<file path="config.mk">
export PLATFORM = sky130hd
export DESIGN_NAME = flo_dispatch
export DESIGN_NICKNAME = d
export VERILOG_FILES = /design/src/rtl/flo_dispatch.sv
export SDC_FILE = /design/constraint.sdc
export NUM_CORES = 1
export LEC_CHECK = 0
export CAP_MARGIN = 20
export CORE_UTILIZATION = 35
export CTS_BUF_LIST = sky130_fd_sc_hd__clkbuf_16
export CTS_CLUSTER_SIZE = 10
export DETAILED_ROUTE_END_ITERATION = 8
export GPL_TIMING_DRIVEN = 0
export PLACE_DENSITY = 0.62
export SYNTH_ARGS = -nofsm -noshare
export SYNTH_HDL_FRONTEND = slang
export SYNTH_SLANG_ARGS = --single-unit
</file>
<file path="constraint.sdc">
create_clock -name clk -period 6.54 [get_ports clk]
set_input_delay 1.308 -clock clk [delete_from_list [all_inputs] [get_ports clk]]
set_output_delay 1.308 -clock clk [all_outputs]
set_load 0.01 [all_outputs]
</file>
<file path="src/rtl/flo_dispatch.sv">
// Command dispatcher: decodes sequencer commands onto a shared channel bus,
// tracks per-channel FIFO credits, stalls when a target is full and halts on errors.
module flo_dispatch #(
  parameter int unsigned N_CH  = 8,
  parameter int unsigned DEPTH = 2
) (
  input  logic            clk,
  input  logic            rst_n,
  input  logic [31:0]     cmd_i,
  input  logic            cmd_valid_i,
  output logic            cmd_ready_o,
  output logic [15:0]     data_o,
  output logic [6:0]      delay_o,
  output logic [N_CH-1:0] valid_o,
  output logic [N_CH-1:0] direct_o,
  input  logic [N_CH-1:0] stb_i,
  input  logic [N_CH-1:0] err_i,
  input  logic            halt_on_err_i,
  input  logic            resume_i,
  output logic            bad_cmd_o,
  output logic [N_CH-1:0] err_sticky_o,
  output logic            halted_o,
  output logic [15:0]     stall_cnt_o
);

  localparam int unsigned CHW = (N_CH > 1) ? $clog2(N_CH) : 1;
  localparam int unsigned CW  = $clog2(DEPTH + 1);

  typedef enum logic [1:0] {IDLE, ISSUE, STALL, HALT} state_t;

  state_t            state_q, state_d;
  logic              hold_v_q, hold_v_d;
  logic              hold_dir_q, hold_dir_d;
  logic [CHW-1:0]    hold_ch_q, hold_ch_d;
  logic [15:0]       hold_data_q, hold_data_d;
  logic [6:0]        hold_delay_q, hold_delay_d;
  logic [CW-1:0]     credit_q [N_CH];
  logic [CW-1:0]     credit_d [N_CH];
  logic [N_CH-1:0]   dsh1_q, dsh1_d, dsh2_q, dsh2_d;
  logic [15:0]       data_q, data_d;
  logic [6:0]        delay_q, delay_d;
  logic [N_CH-1:0]   valid_q, valid_d, direct_q, direct_d;
  logic              bad_cmd_q, bad_cmd_d;
  logic [N_CH-1:0]   err_sticky_q, err_sticky_d;
  logic [15:0]       stall_cnt_q, stall_cnt_d;

  logic              halted, issue_now, accept, bad, err_halt, can_issue_d;
  logic [N_CH-1:0]   ret, take;

  assign halted      = (state_q == HALT);
  assign issue_now   = hold_v_q && !halted && (hold_dir_q || (credit_q[hold_ch_q] != '0));
  assign cmd_ready_o = rst_n && !halted && (!hold_v_q || issue_now);
  assign accept      = cmd_valid_i && cmd_ready_o;
  assign bad         = (cmd_i[31:28] != 4'h0) || ({1'b0, cmd_i[27:24]} >= 5'(N_CH));
  assign err_halt    = halt_on_err_i && ((accept && bad) || (|err_i));

  // Direct-write strobes come back from the buffer two cycles later and carry no credit
  assign ret  = stb_i & ~dsh2_q;
  assign take = (issue_now && !hold_dir_q) ? (N_CH'(1) << hold_ch_q) : '0;

  always_comb begin
    state_d      = state_q;
    hold_v_d     = hold_v_q;
    hold_dir_d   = hold_dir_q;
    hold_ch_d    = hold_ch_q;
    hold_data_d  = hold_data_q;
    hold_delay_d = hold_delay_q;
    credit_d     = credit_q;
    dsh1_d       = direct_q;
    dsh2_d       = dsh1_q;
    data_d       = data_q;
    delay_d      = delay_q;
    valid_d      = '0;
    direct_d     = '0;
    bad_cmd_d    = 1'b0;
    err_sticky_d = (resume_i ? '0 : err_sticky_q) | err_i;
    stall_cnt_d  = stall_cnt_q;
    can_issue_d  = 1'b0;

    if (issue_now) begin
      data_d   = hold_data_q;
      delay_d  = hold_delay_q;
      hold_v_d = 1'b0;
      if (hold_dir_q) direct_d[hold_ch_q] = 1'b1;
      else            valid_d[hold_ch_q]  = 1'b1;
    end

    if (accept) begin
      if (bad) begin
        bad_cmd_d = 1'b1;
      end else begin
        hold_v_d     = 1'b1;
        hold_dir_d   = cmd_i[23];
        hold_ch_d    = cmd_i[24 +: CHW];
        hold_delay_d = cmd_i[22:16];
        hold_data_d  = cmd_i[15:0];
      end
    end

    // Simultaneous issue and return on one channel leaves the credit unchanged
    for (int unsigned c = 0; c < N_CH; c++) begin
      if (take[c] && !ret[c])
        credit_d[c] = CW'(credit_q[c] - CW'(1));
      else if (ret[c] && !take[c] && (credit_q[c] != CW'(DEPTH)))
        credit_d[c] = CW'(credit_q[c] + CW'(1));
    end

    if ((state_q == STALL) && (stall_cnt_q != 16'hFFFF))
      stall_cnt_d = stall_cnt_q + 16'd1;

    can_issue_d = hold_dir_d || (credit_d[hold_ch_d] != '0);

    if (err_halt)
      state_d = HALT;
    else if (halted)
      state_d = resume_i ? (hold_v_q ? ISSUE : IDLE) : HALT;
    else if (!hold_v_d)
      state_d = IDLE;
    else
      state_d = can_issue_d ? ISSUE : STALL;
  end

  always_ff @(posedge clk or negedge rst_n) begin
    if (!rst_n) begin
      state_q      <= IDLE;
      hold_v_q     <= 1'b0;
      hold_dir_q   <= 1'b0;
      hold_ch_q    <= '0;
      hold_data_q  <= '0;
      hold_delay_q <= '0;
      for (int unsigned c = 0; c < N_CH; c++) credit_q[c] <= CW'(DEPTH);
      dsh1_q       <= '0;
      dsh2_q       <= '0;
      data_q       <= '0;
      delay_q      <= '0;
      valid_q      <= '0;
      direct_q     <= '0;
      bad_cmd_q    <= 1'b0;
      err_sticky_q <= '0;
      stall_cnt_q  <= '0;
    end else begin
      state_q      <= state_d;
      hold_v_q     <= hold_v_d;
      hold_dir_q   <= hold_dir_d;
      hold_ch_q    <= hold_ch_d;
      hold_data_q  <= hold_data_d;
      hold_delay_q <= hold_delay_d;
      credit_q     <= credit_d;
      dsh1_q       <= dsh1_d;
      dsh2_q       <= dsh2_d;
      data_q       <= data_d;
      delay_q      <= delay_d;
      valid_q      <= valid_d;
      direct_q     <= direct_d;
      bad_cmd_q    <= bad_cmd_d;
      err_sticky_q <= err_sticky_d;
      stall_cnt_q  <= stall_cnt_d;
    end
  end

  assign data_o       = data_q;
  assign delay_o      = delay_q;
  assign valid_o      = valid_q;
  assign direct_o     = direct_q;
  assign bad_cmd_o    = bad_cmd_q;
  assign err_sticky_o = err_sticky_q;
  assign halted_o     = halted;
  assign stall_cnt_o  = stall_cnt_q;

endmodule
</file>
==> metrics <==
status finished, final reports clean; PwrDens 327 nW/um2; Post-Syn Instances 469; drt via density 4.98; DIE WIDTH 128 um; internal power 1.69 mW; core footprint 15300 um2; Worst-Margin Slew 647 ps; Ys Warns 0; Starting Density 36.1%; Setup CP Type in2out; hold path cells 0; Placer Congestion 0.833; Root Buffer clkbuf_16; placed cells 799; WP data arrival 3270 ps; Final Hold Fails 0; clock sinks 126; worst r2r dst state_q[1]; Final TNS setup 0 ps; asr flop ratio synth 100%; hold_buf cts 0; Clock Power Share 33.9%; final instance count without filler cells 831; 1st-pass router iterations 5; switching part of the total 31.4%; die footprint 16300 um2; CTS resizes 0; Most used DFF post-synth dfrtp_1; final setup violation count 0; Post-synth top cells 118 x dfrtp_1, 47 x mux2_2, 38 x nor2_1; unrepaired setup endpoints after global routing false; drt drc 0; Hold EP dsh2_q[6]; worst flop-to-flop path startpoint hold_ch_q[0]; Finished Cell Area 7520 um2; pin count of the biggest net entering global routing 79; logic gate share of total power 25.1%; # port buffers 118; IO Count 119; ratio of final minimum period to clock period 70.0%; Hold WS 344 ps; final core area utilization 49.1%; row count 45; maxcap violations 0; Avg WL per Cell 15.8 um; Switch Pwr 771 uW; area grow syn2layout 36.1%; antenna violations before repair 0; layout cells sized above 1 16.3%; Design Power 2.46 mW; critical hold path startpoint dsh1_q[6]; min Tclk post-route 4580 ps; VDD IR max 206 uV; final worst slack 1960 ps; H-tree levels 4; First DRT Iteration DRCs 178; leakage 3.37 nW; first-pass GRT wire length 21700 um; syn_nets 531; Clock Skew 5.41 ps; most frequent cell after synthesis dfrtp_1; Synth cell types 61; required time of the critical path 5230 ps; CTS tree yes; routed wire length 13100 um; pre-CTS setup slack 1830 ps; clock slew at reported path FFs 60 ps; Max Fclk 218 MHz; syn_area_per_cell 11.8 um2; Fill cells 1396; Seq pwr share 40.9%; Crit. End Element output pin; Yosys top cell area share 53.5%; CP Max Fanout 78; Post-DRT Antenna Nets 0; GRT Overall Usage 17.4%; HP Class reg2reg; Setup Fix Bufs, Post-CTS 0; Worst R2R Path Depth 9; slew margin rel. 56.7%; Worst-Skew Late Latency 410 ps; #FFs+latches synth 126; vias in the first global route 4410; clk buf depth 2; max-slew violations 0; Post-synth EDFFs 0; Vias 4142; crit start category primary input; Seq/Total Area, Yosys 57.3%; CTS buffer count 17; grt ovf 0; post-synth top area cell dfrtp_1; hpwl dp 9410 um; FF-to-FF setup slack 3470 ps; nets 669; Area contributors post-synth dfrtp_1 53%, mux2_2 9.6%, dfstp_2 3.8%; synthesized area 5520 um2; Post-Place Cell Area 7000 um2; Antenna diodes 0; Chip Height 128 um
[cells by family (layout without fill, tap and decap cells)]
| group | after synthesis | after routing | share of synthesized area, % |
|---|---|---|---|
| AOI/OAI and AO/OA | 77 | 77 | 10.1 |
| and+or+nand+nor | 157 | 157 | 14.8 |
| muxes | 49 | 49 | 10.2 |
| adders and majority gates | 9 | 9 | 2.04 |
| DFF | 126 | 126 | 57.3 |
| buffers and inverters | 28 | 179 | 1.95 |
| xor gates and xnor gates | 23 | 23 | 3.65 |
[layer usage]
metal / part of all wire [%] / up-vias / wire length [um] / track usage [%]
met4: 0.97 / 0 / 127 / 6.30
met5: 0 / - / 0 / 0
met1: 42 / 2081 / 5480 / 20.8
li1: - / 1940 / - / -
met2: 50 / 113 / 6540 / 28.4
met3: 7.2 / 8 / 950 / 6.99
[how the worst max path moves through the flow]
stage | cells past startpoint | to | start
after detailed placement | 8 | hold_data_q[8] | rst_n
final | 5 | cmd_ready_o | rst_n
after global routing | 5 | cmd_ready_o | rst_n
after floorplan | 8 | state_q[1] | cmd_i[29]
after global placement | 9 | state_q[1] | rst_n
after CTS | 5 | cmd_ready_o | rst_n
[power by group through the flow]
stage	clock network [mW]	registers (mW)	logic (mW)
after global routing	0.894	1.02	0.687
after global placement	0	1.01	0.579
final	0.833	1.01	0.618
after detailed placement	0	1.02	0.617
after floorplan	0	1.00	0.400
after CTS	0.859	1.00	0.619
[registers in the layout, summed over array words and instances, names as in the netlist, 16 cells and up]
register     count
data_o          16
stall_cnt_o     16
credit_q        16
hold_data_q     16
[area by class of cell]
type / count / area, um2 / area share (%)
sequential: 126 / 3160 / 42.1
timing repair buffer: 119 / 1210 / 16.1
buffer: 7 / 28.8 / 0.383
clock buffer: 17 / 425 / 5.66
inverter: 21 / 78.8 / 1.05
tap: 211 / 264 / 3.51
clock inverter: 15 / 97.6 / 1.30
multi-input combinational: 315 / 2250 / 30.0
[critical path, cell delays in order]
cell and delay [ps]:
buf_6 360, buf_16 390, a21boi_0 370, o21a_1 230, clkdlybuf4s50_1 550
[placed cells by master, fill, tap and decap left out, types with 8 or more instances in the layout]
master and n:
nor2b_1 11, xnor2_1 18, nor2_1 38, ha_1 9
nand2b_1 10, clkbuf_16 17, inv_1 20, clkdlybuf4s50_1 117
dfstp_2 8, nand2_1 34, nand4_1 8, mux2_2 47
nor3_1 9, nand3_1 12, a21oi_1 11, o21ai_0 8
dfrtp_1 118, a21o_1 9
Power figures use the tool's default switching activity.
